<file path="src/rtl/grid_arbiter_if.sv">
// Requester-side bundle of the level-grid read arbiter.
// Three coordinate/request lanes in, acknowledge and cell codes back.
interface grid_arbiter_if;
    logic [2:0] req;
    logic [5:0] grid_x0;
    logic [5:0] grid_x1;
    logic [5:0] grid_x2;
    logic [4:0] grid_y0;
    logic [4:0] grid_y1;
    logic [4:0] grid_y2;
    logic [2:0] ack;
    logic [2:0] grid_out0;
    logic [2:0] grid_out1;
    logic [2:0] grid_out2;

    modport master (
        output req,
        output grid_x0, grid_x1, grid_x2,
        output grid_y0, grid_y1, grid_y2,
        input  ack,
        input  grid_out0, grid_out1, grid_out2
    );

    modport slave (
        input  req,
        input  grid_x0, grid_x1, grid_x2,
        input  grid_y0, grid_y1, grid_y2,
        output ack,
        output grid_out0, grid_out1, grid_out2
    );
endinterface

</file>
<file path="src/rtl/grid_arbiter.sv">
// Round-robin sharing of the grid RAM read port among three requesters.
// Reads are pipelined; a tag shift register steers returning data.
module grid_arbiter #(
    parameter int MEM_LATENCY = 1
) (
    input  logic         clock,
    input  logic         reset,
    grid_arbiter_if.slave rq,
    output logic [10:0]  mem_addr,
    output logic         mem_en,
    input  logic [2:0]   mem_data
);
    typedef struct packed {
        logic       v;
        logic [1:0] id;
    } tag_t;

    tag_t        tags [MEM_LATENCY+1];
    tag_t        ret;
    logic [2:0]  busy;
    logic [2:0]  elig;
    logic [2:0]  gnt;
    logic [1:0]  last;
    logic [1:0]  win;
    logic [1:0]  idx;
    logic        hit;
    logic [10:0] addr_sel;
    logic [2:0]  ack_q;
    logic [2:0]  out0_q;
    logic [2:0]  out1_q;
    logic [2:0]  out2_q;

    assign elig = rq.req & ~busy;
    assign ret  = tags[MEM_LATENCY];

    // Search from the requester after the last winner, wrapping once.
    always_comb begin
        hit = 1'b0;
        win = last;
        idx = last;
        for (int i = 0; i < 3; i++) begin
            idx = (idx == 2'd2) ? 2'd0 : idx + 2'd1;
            if (!hit && elig[idx]) begin
                hit = 1'b1;
                win = idx;
            end
        end
    end

    assign gnt = hit ? 3'(3'b001 << win) : 3'b000;

    always_comb begin
        addr_sel = mem_addr;
        unique case (1'b1)
            gnt[0]: addr_sel = {rq.grid_y0, rq.grid_x0};
            gnt[1]: addr_sel = {rq.grid_y1, rq.grid_x1};
            gnt[2]: addr_sel = {rq.grid_y2, rq.grid_x2};
            default: ;
        endcase
    end

    always_ff @(posedge clock or negedge reset) begin
        if (!reset) begin
            mem_en   <= 1'b0;
            mem_addr <= '0;
            busy     <= '0;
            last     <= 2'd2;
            ack_q    <= '0;
            out0_q   <= '0;
            out1_q   <= '0;
            out2_q   <= '0;
            for (int i = 0; i <= MEM_LATENCY; i++)
                tags[i] <= '0;
        end else begin
            mem_en <= hit;
            if (hit) begin
                mem_addr <= addr_sel;
                last     <= win;
            end
            tags[0] <= '{v: hit, id: win};
            for (int i = 1; i <= MEM_LATENCY; i++)
                tags[i] <= tags[i-1];
            ack_q <= ret.v ? 3'(3'b001 << ret.id) : 3'b000;
            if (ret.v) begin
                unique case (ret.id)
                    2'd0: out0_q <= mem_data;
                    2'd1: out1_q <= mem_data;
                    2'd2: out2_q <= mem_data;
                    default: ;
                endcase
            end
            // Busy drops after the ack cycle so a held req is not re-granted.
            busy <= (busy | gnt) & ~ack_q;
        end
    end

    assign rq.ack       = ack_q;
    assign rq.grid_out0 = out0_q;
    assign rq.grid_out1 = out1_q;
    assign rq.grid_out2 = out2_q;
endmodule

</file>
<file path="src/flat_wrapper.sv">
// flat-port wrapper written by rule: the top's interface ports become plain ports
module grid_arbiter_flat 
#(
    parameter int MEM_LATENCY = 1
)
  (clock, reset, mem_addr, mem_en, mem_data, rq_req, rq_grid_x0, rq_grid_x1, rq_grid_x2, rq_grid_y0, rq_grid_y1, rq_grid_y2, rq_ack, rq_grid_out0, rq_grid_out1, rq_grid_out2);
  grid_arbiter_if rq_i ();
  input  logic clock;
  input  logic reset;
  output logic [10:0] mem_addr;
  output logic mem_en;
  input  logic [2:0] mem_data;
  input wire logic [$bits(rq_i.req)-1:0] rq_req;
  input wire logic [$bits(rq_i.grid_x0)-1:0] rq_grid_x0;
  input wire logic [$bits(rq_i.grid_x1)-1:0] rq_grid_x1;
  input wire logic [$bits(rq_i.grid_x2)-1:0] rq_grid_x2;
  input wire logic [$bits(rq_i.grid_y0)-1:0] rq_grid_y0;
  input wire logic [$bits(rq_i.grid_y1)-1:0] rq_grid_y1;
  input wire logic [$bits(rq_i.grid_y2)-1:0] rq_grid_y2;
  output wire logic [$bits(rq_i.ack)-1:0] rq_ack;
  output wire logic [$bits(rq_i.grid_out0)-1:0] rq_grid_out0;
  output wire logic [$bits(rq_i.grid_out1)-1:0] rq_grid_out1;
  output wire logic [$bits(rq_i.grid_out2)-1:0] rq_grid_out2;
  assign rq_i.req = rq_req;
  assign rq_i.grid_x0 = rq_grid_x0;
  assign rq_i.grid_x1 = rq_grid_x1;
  assign rq_i.grid_x2 = rq_grid_x2;
  assign rq_i.grid_y0 = rq_grid_y0;
  assign rq_i.grid_y1 = rq_grid_y1;
  assign rq_i.grid_y2 = rq_grid_y2;
  assign rq_ack = rq_i.ack;
  assign rq_grid_out0 = rq_i.grid_out0;
  assign rq_grid_out1 = rq_i.grid_out1;
  assign rq_grid_out2 = rq_i.grid_out2;
  grid_arbiter #(.MEM_LATENCY(MEM_LATENCY)) u_core (.clock(clock), .reset(reset), .rq(rq_i), .mem_addr(mem_addr), .mem_en(mem_en), .mem_data(mem_data));
endmodule
</file>
<file path="config.mk">
export PLATFORM = sky130hd
export DESIGN_NAME = grid_arbiter_flat
export DESIGN_NICKNAME = d
export VERILOG_FILES = /design/src/rtl/grid_arbiter_if.sv /design/src/rtl/grid_arbiter.sv /design/src/flat_wrapper.sv
export SDC_FILE = /design/constraint.sdc
export NUM_CORES = 1
export LEC_CHECK = 0
export BUFFER_PORTS_ARGS = -buffer_cell sky130_fd_sc_hd__buf_2
export CAP_MARGIN = 20
export CORE_MARGIN = 1
export CORE_UTILIZATION = 35
export CTS_CLUSTER_DIAMETER = 150
export DETAILED_ROUTE_END_ITERATION = 8
export PLACE_DENSITY = 0.7
export SETUP_SLACK_MARGIN = 0.3
export SYNTH_ARGS = -nofsm -noshare
export SYNTH_HDL_FRONTEND = slang
export SYNTH_SLANG_ARGS = --single-unit
</file>
<file path="constraint.sdc">
create_clock -name clock -period 2 [get_ports clock]
set_input_delay 0.3 -clock clock [delete_from_list [all_inputs] [get_ports clock]]
set_output_delay 0.3 -clock clock [all_outputs]
set_load 0.01 [all_outputs]
</file>
==> key figures, run 1 <==
Synthesis
  – Post-synth top cells: dfrtp_1, o21ai_0, a21oi_1
  – Synth warn: 0
  – Top cells by area, synth: dfrtp_1, o21ai_0, mux2_2
  – Cells after Synth: 180
  – Post-synth cell types: 30
  – Post-synthesis area per instance: 9.95 um^2
  – Cell with the most instances after synthesis: dfrtp_1
  – Post-Syn Nets: 221
  – Synthesized cell area: 1790 um^2
  – Main synth FF type: dfrtp_1
  – Sequential element share of the synthesized area: 47.6%
  – Flops & latches, synth: 34
  – Yosys top cell area share: 46.1%
  – Synth area leader: dfrtp_1
  – Asr flop ratio synth: 100%
  – Post-synth EDFFs: 0

Critical path
  – Crit Path Max Fanout: 5
  – Reg2reg start: u_core.last[1]$_DFFE_PN1P_
  – Worst r2r path cells: 5
  – Buf/Inv on CP: 1
  – CP Class: flop to flop
  – WP data arrival: 1860 ps
  – Critical path destination: u_core.mem_addr[2]$_DFFE_PN0P_
  – Crit. End Element: flop
  – Crit-path max cell delay: 600 ps
  – Startpoint types: flop
  – Critical path, cell by cell: or4b_4, nor3b_4, buf_12, a21oi_4, a31oi_2
  – Critical path origin: u_core.last[1]$_DFFE_PN1P_
  – Crit-path slowest cell: or4b_4
  – R2R Setup Slk: 300 ps
  – Worst Path Required: 2170 ps
  – Critical path depth in cells: 5
  – Reg2reg end: u_core.mem_addr[2]$_DFFE_PN0P_
  – CP top delay family: simple AND/OR/NAND/NOR gates

STA
  – Worst Max-Slew Pin Slew: 773 ps
  – Final period util: 84.8%
  – Final setup violation count: 0
  – Fin. Hold Viols: 0
  – Setup ws final: 304 ps
  – Setup tns final: 0 ps
  – Fin Hold WS: 82.6 ps
  – Worst Clk Skew: 4.52 ps
  – Final Slew Violations: 0
  – Slew headroom: 48.5%
  – Period minus WS final: 1700 ps
  – Fmax: 590 MHz
  – RSZ-0062 raised after global routing: true

Layout
  – Ant. Diodes: 0
  – Layout cells sized above 1: 47.9%
  – Area of the multi-input gates: 933 um^2
  – Storage cell area: 852 um^2
  – Final cell count without fillers: 330
  – Filler instances: 465
  – Fin nets: 303
  – Post-layout util: 52.3%
  – Design area: 2520 um^2
  – Area grow syn2layout: 40.6%

Power
  – Final Power: 4.01 mW
  – Power Density: 1590 nW/um^2
  – LEAKAGE: 1.16 nW
  – Worst vdd ir: 0.000656 V

Floorplan
  – Ports: 65
  – Die area: 5410 um^2
  – FP Rows: 25
  – Die width: 73.6 um
  – Core Area: 4820 um^2
  – Initial Util: 37.2%
  – DIE HEIGHT: 73.6 um

Place
  – Port bufs: 64
  – Dpl cell area: 2210 um^2
  – Inst Count DP: 308
  – Pre-CTS setup slack: 148 ps
  – Routability congestion estimate: 0.885
  – Dpl hpwl: 3350 um

Route
  – Drt wl/cell: 16.1 um
  – DR iter-0 viols: 100
  – DRC viols: 0
  – Routed vias: 1710
  – DR pass1 iterations: 4
  – Via/cell ratio: 5.18
  – Antenna Nets Post-Route: 0
  – DRT Wirelength: 5320 um

Min path
  – Worst Hold Class: input port to async pin

Status
  – Outcome: completed

Clocking
  – Cts hold-fix bufs: 0
  – CTS Sinks: 34
  – CTS tree: built
  – CTS root buffer: clkbuf_8
  – Reg clk slew, reported paths: 70 ps
  – CTS HTree Levels: 2
  – CTS max path bufs: 2
  – Num CTS Buffers: 5
  – Worst-Skew Late Latency: 290 ps

Global routing
  – GRT Util Overall: 20.2%
  – Global route overflow: 0
  – Largest net degree at the start of global routing: 35
  – Global-route wire length before repair: 8000 um
  – Initial antenna violation count: 0
  – Vias in the first global route: 1715

Flow run
  – Max cap viols: 0
==> sequential cells by signal, indices dropped and copies added (netlist names), 3 cells and up <==
register / count
u_core.mem_addr: 11
u_core.busy: 3
u_core.ret: 3
u_core.rq.ack: 3
u_core.rq.grid_out0: 3
u_core.rq.grid_out1: 3
u_core.rq.grid_out2: 3
==> cells by family (layout without fill, tap and decap cells) <==
family	Yosys count	after routing	share of synthesized area (%)
buf+inv	15	97	4.05
compound gates	74	75	25.6
flops	34	34	47.6
mux	20	20	11.9
simple gates	37	37	10.9
==> how the worst min path moves through the flow <==
stage / depth (start not counted) / to
3_5_place_dp: 0 / u_core.ret[0]$_DFF_PN0_
2_1_floorplan: 0 / u_core.busy[0]$_DFF_PN0_
6_report: 1 / u_core.rq.grid_out2[0]$_DFFE_PN0P_
3_3_place_gp: 0 / u_core.ret[0]$_DFF_PN0_
5_1_grt: 1 / u_core.rq.grid_out2[2]$_DFFE_PN0P_
4_1_cts: 1 / u_core.mem_addr[9]$_DFFE_PN0P_
==> placed cells by master (no fill, tap or decap), drive strengths merged, types with 2 or more instances in the layout <==
master  Yosys  layout
nor2        9       9
buf         6      86
dfrtp      33      33
clkbuf      7       7
nand3b      3       3
o21ai      23      23
a21oi      23      23
o21a       11      12
a31oi      11      11
mux2i      10      10
nand2      13      13
nor2b       2       2
o31ai       3       3
nor3b       2       2
nand2b      3       3
inv         2       2
mux2       10      10
==> where the power goes <==
group	internal (mW)	switching (mW)
sequential	1.04	0.212
combinational	1.08	1.14
clock	0.276	0.252
total	2.40	1.61
==> metal layers <==
layer | part of all wire, % | vias up | GRT usage, %
li1 | - | 820 | -
met3 | 7.2 | 8 | 4.80
met2 | 48 | 69 | 33.3
met1 | 43 | 813 | 25.5
met5 | 0 | - | 0
met4 | 2.1 | 0 | 7.69
==> area by class of cell <==
type / count / share of cell area (%)
Timing Repair Buffer: 87 / 21.7
Inverter: 2 / 0.298
Sequential cell: 34 / 33.8
Multi-Input combinational cell: 132 / 37.1
Clock inverter: 2 / 0.497
Clock buffer: 6 / 3.28
Tap cell: 67 / 3.33
==> repair_timing <==
action | CTS | global route
pin swaps | 2 | 23
setup buffers | 6 | 6
setup endpoints to repair | 12 | 11
gates resized for setup | 1 | 21
gates cloned | 0 | 2
Note: power is estimated with default switching activity, not from simulation.
==> inputs of run 2 (changes only) <==
==> constraint.sdc (replaced) <==
create_clock -name clock -period 1.7 [get_ports clock]
set_input_delay 0.255 -clock clock [delete_from_list [all_inputs] [get_ports clock]]
set_output_delay 0.255 -clock clock [all_outputs]
set_load 0.01 [all_outputs]
==> key figures, run 2 (synthesis gave the netlist of run 1 again) <==
Critical path
  – Critical path origin: u_core.last[1]$_DFFE_PN1P_
  – R2R Setup Slk: 0.9 ps
  – CP Class: flop to flop
  – Crit. End Element: flop
  – Critical path destination: u_core.mem_addr[6]$_DFFE_PN0P_
  – Reg2reg end: u_core.mem_addr[6]$_DFFE_PN0P_
  – WP data arrival: 1870 ps
  – Worst Path Required: 1870 ps
  – Startpoint types: flop
  – Crit Path Max Fanout: 12
  – Reg2reg start: u_core.last[1]$_DFFE_PN1P_
  – Worst r2r path cells: 6

Global routing
  – Vias in the first global route: 1818
  – GRT Util Overall: 20.9%
  – Initial antenna violation count: 0
  – Global-route wire length before repair: 8390 um
  – Largest net degree at the start of global routing: 19
  – Global route overflow: 0

Route
  – Drt wl/cell: 16.5 um
  – Antenna Nets Post-Route: 0
  – DRC viols: 0
  – DR pass1 iterations: 4
  – DR iter-0 viols: 126
  – Via/cell ratio: 5.32
  – DRT Wirelength: 5570 um
  – Routed vias: 1798

Clocking
  – CTS Sinks: 34
  – Worst-Skew Late Latency: 290 ps
  – Reg clk slew, reported paths: 80 ps
  – CTS tree: built
  – Num CTS Buffers: 5
  – CTS max path bufs: 2
  – CTS HTree Levels: 2
  – CTS root buffer: clkbuf_8

Floorplan
  – Die area: 5410 um^2
  – Initial Util: 37.2%
  – FP Rows: 25
  – DIE HEIGHT: 73.6 um
  – Die width: 73.6 um
  – Core Area: 4820 um^2
  – Ports: 65

Min path
  – Worst Hold Launch: rq_grid_y2[2]
  – Worst Hold Class: input port to flop

Layout
  – Largest Register: u_core.mem_addr
  – Storage cell area: 852 um^2
  – Fin nets: 311
  – Ant. Diodes: 0
  – Max reg flops: 11
  – Area grow syn2layout: 50.9%
  – Filler instances: 420
  – Layout cells sized above 1: 50.6%
  – Commonest non-fill, non-tap cell in the layout: buf_2
  – Commonest non-fill, non-tap cells in the layout: buf_2, dfrtp_1, buf_4
  – Area of the multi-input gates: 980 um^2

STA
  – Period minus WS final: 1700 ps
  – Fin Hold WS: 208 ps
  – Worst Clk Skew: 6.41 ps
  – Setup tns final: 0 ps
  – Slew headroom: 68.8%
  – Final period util: 99.9%
  – Fmax: 589 MHz
  – Final setup violation count: 0
  – Worst Max-Slew Pin Slew: 468 ps
  – Final Slew Violations: 0
  – RSZ-0062 raised after global routing: true
  – Fin. Hold Viols: 0

Place
  – Routability congestion estimate: 0.855
  – Port bufs: 64
  – Dpl hpwl: 3510 um

Flow run
  – Max cap viols: 0

Power
  – LEAKAGE: 1.25 nW
  – Final Power: 5.29 mW
  – Worst vdd ir: 0.000772 V
  – Power Density: 1960 nW/um^2

Status
  – Outcome: completed
-- run 2: changes by cell type in the layout (fill, tap and decap cells not counted), moves of 2 or more --
cell       delta
o21ai_1       +2
buf_4         +4
nor2_4        +2
buf_6         +3
a21oi_4       +2
o21ai_0       -3
bufinv_16     +2
-- run 2: layout make-up --
type / count / share of cell area (%)
timing repair buffer: 96 / 23.6
tap: 67 / 3.10
inverter: 2 / 0.278
clock buffer: 6 / 3.05
sequential: 34 / 31.5
clock inverter: 2 / 2.22
multi-input combinational: 131 / 36.2
-- run 2: power by group --
group,leakage (nW),internal (mW),switching (mW)
clock,0.0714,0.626,0.315
sequential,0.405,1.22,0.246
combinational,0.776,1.43,1.45
-- run 2: what timing repair did --
action	CTS	global route
hold endpoints to repair	16	0
buffers inserted	5	7
resized for setup	11	27
pin swaps	9	6
gates cloned	1	0
setup endpoints to repair	15	17
hold buffers	1	0
-- run 2: worst min path at each step --
stage | to | slack (ps) | cells after the start
6_report | u_core.mem_addr[8]$_DFFE_PN0P_ | 210 | 3
5_1_grt | u_core.mem_addr[3]$_DFFE_PN0P_ | 210 | 3
4_1_cts | u_core.mem_addr[8]$_DFFE_PN0P_ | 210 | 3
3_5_place_dp | u_core.rq.grid_out2[2]$_DFFE_PN0P_ | 230 | 1
3_3_place_gp | u_core.rq.grid_out2[2]$_DFFE_PN0P_ | 220 | 1
2_1_floorplan | u_core.busy[0]$_DFF_PN0_ | -40 | 0
-- run 2: per-layer routing --
| metal | vias up | global-route usage (%) | routed length, um |
|---|---|---|---|
| met5 | - | 0 | 0 |
| met4 | 0 | 9.19 | 142 |
| met3 | 17 | 4.80 | 419 |
| met2 | 77 | 34.3 | 2770 |
| met1 | 869 | 26.2 | 2240 |
| li1 | 835 | - | - |
-- run 2: critical path, stage by stage, from the launching register on --
cell	delay, ps
dfstp_2	380
or4b_4	570
buf_8	180
nor2_1	100
nor2_1	60
a22oi_1	210
a31oi_2	60
-- run 2: stage by stage --
stage	setup slack (ps)	instance area, um^2	std cells	util [%]
detailed placement	-74.7	2280	316	47.4
CTS	75.7	2540	331	52.8
finish	0.850	2700	338	56.1
global placement	-23.3	2280	316	47.4
floorplan	53.9	1800	180	-
global route	-36.3	2700	338	56.1
